[src/rtl/alu_share_arb.sv]
// alu_share_arb: round-robin sharing of one combinational ALU between two requesters.
// Define ALU_ARB_STATS_EN to add saturating grant/conflict counters.
module alu_share_arb #(
    parameter int TAG_W = 4
) (
    input  logic             clk,
    input  logic             rst_n,
    input  logic             i_req_valid_0,
    input  logic             i_req_valid_1,
    output logic             o_req_ready_0,
    output logic             o_req_ready_1,
    input  logic [31:0]      i_req_op1_0,
    input  logic [31:0]      i_req_op1_1,
    input  logic [31:0]      i_req_op2_0,
    input  logic [31:0]      i_req_op2_1,
    input  logic [2:0]       i_req_uop_0,
    input  logic [2:0]       i_req_uop_1,
    input  logic             i_req_f7_0,
    input  logic             i_req_f7_1,
    input  logic [TAG_W-1:0] i_req_tag_0,
    input  logic [TAG_W-1:0] i_req_tag_1,
    output logic             o_rsp_valid_0,
    output logic             o_rsp_valid_1,
    input  logic             i_rsp_ready_0,
    input  logic             i_rsp_ready_1,
    output logic [31:0]      o_rsp_out_0,
    output logic [31:0]      o_rsp_out_1,
    output logic             o_rsp_zero_0,
    output logic             o_rsp_zero_1,
    output logic [TAG_W-1:0] o_rsp_tag_0,
    output logic [TAG_W-1:0] o_rsp_tag_1,
    output logic [31:0]      o_alu_op1,
    output logic [31:0]      o_alu_op2,
    output logic [2:0]       o_alu_uop,
    output logic             o_alu_f7,
    input  logic [31:0]      i_alu_out,
`ifdef ALU_ARB_STATS_EN
    input  logic             i_stat_clr,
    output logic [15:0]      o_stat_grant_0,
    output logic [15:0]      o_stat_grant_1,
    output logic [15:0]      o_stat_conflict,
`endif
    input  logic             i_alu_zero
);
    logic             r_prio;
    logic             r_rsp_valid_0, r_rsp_valid_1;
    logic [31:0]      r_rsp_out_0, r_rsp_out_1;
    logic             r_rsp_zero_0, r_rsp_zero_1;
    logic [TAG_W-1:0] r_rsp_tag_0, r_rsp_tag_1;
    logic             w_elig_0, w_elig_1, w_gnt_0, w_gnt_1;

    // A full slot may still accept a new result when it is being drained this cycle.
    assign w_elig_0 = i_req_valid_0 & (~r_rsp_valid_0 | i_rsp_ready_0);
    assign w_elig_1 = i_req_valid_1 & (~r_rsp_valid_1 | i_rsp_ready_1);
    assign w_gnt_0  = rst_n & w_elig_0 & (~w_elig_1 | ~r_prio);
    assign w_gnt_1  = rst_n & w_elig_1 & (~w_elig_0 | r_prio);

    assign o_req_ready_0 = w_gnt_0;
    assign o_req_ready_1 = w_gnt_1;
    assign o_alu_op1 = w_gnt_0 ? i_req_op1_0 : w_gnt_1 ? i_req_op1_1 : 32'd0;
    assign o_alu_op2 = w_gnt_0 ? i_req_op2_0 : w_gnt_1 ? i_req_op2_1 : 32'd0;
    assign o_alu_uop = w_gnt_0 ? i_req_uop_0 : w_gnt_1 ? i_req_uop_1 : 3'd0;
    assign o_alu_f7  = w_gnt_0 ? i_req_f7_0  : w_gnt_1 ? i_req_f7_1  : 1'b0;

    assign o_rsp_valid_0 = r_rsp_valid_0;
    assign o_rsp_valid_1 = r_rsp_valid_1;
    assign o_rsp_out_0   = r_rsp_out_0;
    assign o_rsp_out_1   = r_rsp_out_1;
    assign o_rsp_zero_0  = r_rsp_zero_0;
    assign o_rsp_zero_1  = r_rsp_zero_1;
    assign o_rsp_tag_0   = r_rsp_tag_0;
    assign o_rsp_tag_1   = r_rsp_tag_1;

    always_ff @(posedge clk) begin
        if (!rst_n) begin
            r_prio        <= 1'b0;
            r_rsp_valid_0 <= 1'b0;
            r_rsp_valid_1 <= 1'b0;
            r_rsp_out_0   <= '0;
            r_rsp_out_1   <= '0;
            r_rsp_zero_0  <= 1'b0;
            r_rsp_zero_1  <= 1'b0;
            r_rsp_tag_0   <= '0;
            r_rsp_tag_1   <= '0;
        end else begin
            if (w_gnt_0 | w_gnt_1) r_prio <= w_gnt_0;
            if (w_gnt_0) begin
                r_rsp_valid_0 <= 1'b1;
                r_rsp_out_0   <= i_alu_out;
                r_rsp_zero_0  <= i_alu_zero;
                r_rsp_tag_0   <= i_req_tag_0;
            end else if (i_rsp_ready_0) begin
                r_rsp_valid_0 <= 1'b0;
            end
            if (w_gnt_1) begin
                r_rsp_valid_1 <= 1'b1;
                r_rsp_out_1   <= i_alu_out;
                r_rsp_zero_1  <= i_alu_zero;
                r_rsp_tag_1   <= i_req_tag_1;
            end else if (i_rsp_ready_1) begin
                r_rsp_valid_1 <= 1'b0;
            end
        end
    end

`ifdef ALU_ARB_STATS_EN
    logic [15:0] r_stat_g0, r_stat_g1, r_stat_cf;
    logic        w_conf;

    assign w_conf = i_req_valid_0 & i_req_valid_1 & (w_gnt_0 ^ w_gnt_1);
    assign o_stat_grant_0  = r_stat_g0;
    assign o_stat_grant_1  = r_stat_g1;
    assign o_stat_conflict = r_stat_cf;

    always_ff @(posedge clk) begin
        if (!rst_n || i_stat_clr) begin
            r_stat_g0 <= '0;
            r_stat_g1 <= '0;
            r_stat_cf <= '0;
        end else begin
            r_stat_g0 <= r_stat_g0 + {15'd0, w_gnt_0 & ~&r_stat_g0};
            r_stat_g1 <= r_stat_g1 + {15'd0, w_gnt_1 & ~&r_stat_g1};
            r_stat_cf <= r_stat_cf + {15'd0, w_conf & ~&r_stat_cf};
        end
    end
`endif
endmodule

[config.mk]
export PLATFORM = sky130hd
export DESIGN_NAME = alu_share_arb
export DESIGN_NICKNAME = d
export VERILOG_FILES = /design/src/rtl/alu_share_arb.sv
export SDC_FILE = /design/constraint.sdc
export NUM_CORES = 1
export LEC_CHECK = 0
export BUFFER_PORTS_ARGS = -buffer_cell sky130_fd_sc_hd__buf_2
export CAP_MARGIN = 25
export CORE_AREA = 2 2 129 131
export DETAILED_ROUTE_END_ITERATION = 6
export DIE_AREA = 0 0 131 133
export HOLD_SLACK_MARGIN = 0.1
export PLACE_DENSITY = 0.57
export REMOVE_ABC_BUFFERS = 1
export SYNTH_ARGS = -nofsm -noshare
export SYNTH_HDL_FRONTEND = slang
export SYNTH_SLANG_ARGS = --single-unit
[constraint.sdc]
create_clock -name clk -period 3 [get_ports clk]
set_input_delay 0.75 -clock clk [delete_from_list [all_inputs] [get_ports clk]]
set_output_delay 0.75 -clock clk [all_outputs]
set_load 0.1 [all_outputs]
==> metrics.md <==
| Metric | Value |
|---|---|
| Synth Cell Area | `0.00423 sq mm` |
| Port bufs | `328` |
| Chip Width | `131 microns` |
| Pleak | `3.78 nW` |
| Starting density of the core | `26.1%` |
| Max Cap Viol | `0` |
| Post-synth top cells | `nand2_1, dfxtp_1, mux2i_1` |
| Hold Path Class | `flip-flop to flip-flop` |
| Worst stage delay on the critical path | `410 ps` |
| Final worst slack | `91.6 ps` |
| Total Power | `4.17 mW` |
| RSZ-0062 raised after global routing | `no` |
| First drt pass iteration count | `4` |
| Asr flop ratio synth | `0%` |
| Mapped Cells | `538` |
| Top_reg_cell synth | `dfxtp_1` |
| WL/cell | `15.8 microns` |
| Routed Antenna Nets | `0` |
| Initial antenna violation count | `0` |
| Worst VDD drop | `0.000315 V` |
| Avg Cell Area, Syn | `7.86 sq um` |
| # rows | `47` |
| Placed Cells | `1057` |
| Crit share post-route | `96.9%` |
| Met3 WL | `1400 microns` |
| First-pass GRT wire length | `24400 microns` |
| Routed wl met2 | `8110 microns` |
| Pin count of the biggest net entering global routing | `51` |
| Crit Path Category | `primary input to output port` |
| CTS max path bufs | `2` |
| Outcome | `finished, final reports clean` |
| CP arrival | `2160 ps` |
| Fin cells | `1073` |
| Die height | `133 microns` |
| Worst Path Required | `2250 ps` |
| WL final | `17000 microns` |
| Max FO, Critical Path | `25` |
| Top layer in use | `met4` |
| Dpl ws | `32.4 ps` |
| Sequential power share | `27.1%` |
| Pint | `2.30 mW` |
| Routed length on met1 | `7170 microns` |
| Number of fillers in the final layout | `1570` |
| Setup tns final | `0 ps` |
| I/O pins | `329` |
| Gr ovfl total | `0` |
| Area grow syn2layout | `76.3%` |
| Ant. Diodes | `0` |
| Routability cong. | `0.783` |
| Core Util, Final | `46.1%` |
| Seq/Total Area, Yosys | `36.5%` |
| Num Clock Sinks | `77` |
| Crit path launch type | `primary input` |
| Largest cells by area after synthesis | `dfxtp_1, nand2_1, mux2i_1` |
| Final Setup Violations | `0` |
| Overall routing resource usage | `18.0%` |
| Max-slew headroom | `65.8%` |
| Fin. max-slew vios | `0` |
| Post-route minimum period | `2910 ps` |
| Worst skew pair latency | `330 ps` |
| Hpwl dp | `12800 microns` |
| Yosys reg bits | `77` |
| Setup Skew | `3.61 ps` |
| Number of global-route vias before repair | `4531` |
| H-Tree Depth | `3` |
| Switch Pwr | `1.87 mW` |
| Root buf cell | `clkbuf_16` |
| Post-synth EDFFs | `0` |
| CP Cell Sequence | `buf_2 > nand2b_4 > a311o_2 > buf_12 > buf_4 > o22ai_2 > buf_12` |
| TritonCTS Buffers | `9` |
| Yosys warns | `0` |
| Critical Path Sink Type | `output port` |
| Die area | `0.0174 sq mm` |
| CTS clk-pin slew, worst paths | `60 ps` |
| Detailed Route Iter0 Violations | `183` |
| CTS tree | `done` |
| Fmax achieved | `0.344 GHz` |
| Hold-fix buffers, CTS | `0` |
| Combinational share of power | `48.2%` |
| Slowest-stage cell, CP | `a311o_2` |
| Tightest Pin Transition | `516 ps` |
| Total core area | `0.0162 sq mm` |
| Net Sw Frac | `44.8%` |
| Via count | `4873` |
| Power density over the cells | `560 mW/mm^2` |
| Nets | `1032` |
| Most common cell in the netlist | `nand2_1` |
| Post-DR vias/cell | `4.54` |
| Synth area leader | `dfxtp_1` |
| Share of cells above drive strength 1 | `46.5%` |
| Clock power frac | `24.7%` |
| Area share of the largest cell type after synthesis | `36.5%` |
| Most used cell, CP | `buf_12` |
| Postcts setup bufs | `0` |
| Final hold violations | `0` |
| Post-synthesis cell type count | `22` |
| DRC | `0` |
==> layer usage <==
metal	global-route usage, %	vias up
li1	-	2414
met1	22.1	2234
met2	30.8	209
met3	4.69	16
met4	4.67	0
met5	0	-
==> flip-flops by register name, indices dropped and copies added (netlist names) <==
name / cells
o_rsp_out_1: 32
o_rsp_out_0: 32
o_rsp_valid_0: 1
o_rsp_tag_1: 4
o_rsp_valid_1: 1
o_rsp_tag_0: 4
o_rsp_zero_1: 1
o_rsp_zero_0: 1
r_prio: 1
==> per-stage QoR <==
stage                     cell area, sq um  hold slack [ps]
after floorplan                       3940              604
after global placement                7150              441
after detailed placement              7150              448
after CTS                             7420              456
after global routing                  7450              475
final                                 7450              453
==> repair_timing <==
item	CTS	global route
resized for setup	0	1
endpoints found under the setup margin	0	5
hold endpoints to repair	0	0
==> worst max-delay path, delay by kind of cell <==
kind	cells	cell delay (ps)
buffers and inverters	4	690
AOI/OAI and AO/OA	2	560
and+or+nand+nor	1	140
==> final cells by class <==
type | count | area [sq um] | share of cell area, %
Clock buffer | 13 | 240 | 3.22
Clock inverter | 2 | 35.0 | 0.470
Inverter | 2 | 7.51 | 0.101
Multi-Input combinational cell | 407 | 2390 | 32.1
Sequential cell | 77 | 1540 | 20.7
Tap cell | 220 | 275 | 3.69
Timing Repair Buffer | 352 | 2960 | 39.7
==> path summary, 6_finish.rpt <==
kind / from / to / slack, ps / depth (start not counted)
min reg2reg: o_rsp_out_0[3] / o_rsp_out_0[3] / 450 / 2
max reg2reg: o_rsp_valid_0 / o_rsp_out_1[3] / 1150 / 5
min: o_rsp_out_0[3] / o_rsp_out_0[3] / 450 / 2
max: i_rsp_ready_1 / o_alu_op2[6] / 90 / 7
==> power groups by stage <==
stage | registers (mW) | logic, mW | clock network (mW)
after global placement | 1.15 | 2.00 | 0
final | 1.13 | 2.01 | 1.03
after CTS | 1.13 | 2.01 | 1.06
after global routing | 1.14 | 2.07 | 1.11
after floorplan | 1.68 | 0.840 | 0
after detailed placement | 1.15 | 2.00 | 0
==> cell usage in the layout (no fill, tap or decap), types with 2 or more instances in the layout <==
cell type,netlist,layout
buf_2,12,257
nand2_1,251,251
dfxtp_1,77,77
buf_12,0,75
mux2i_1,74,74
o22ai_1,39,38
o22ai_2,29,30
buf_4,6,18
clkbuf_16,0,10
clkbuf_1,22,4
inv_1,2,2
nand2b_1,2,2
nor2_1,2,2
a21oi_1,2,2
==> cells by family (layout without fill, tap and decap cells) <==
logic type,count (synthesis),after routing,share of synthesized area [%]
buffers and inverters,54,369,7.10
AO/OA/AOI/OAI,75,75,15.5
flip-flops,77,77,36.5
AND/OR/NAND/NOR,258,258,23.4
multiplexers,74,74,17.5
Note: power is estimated with default switching activity, not from simulation.
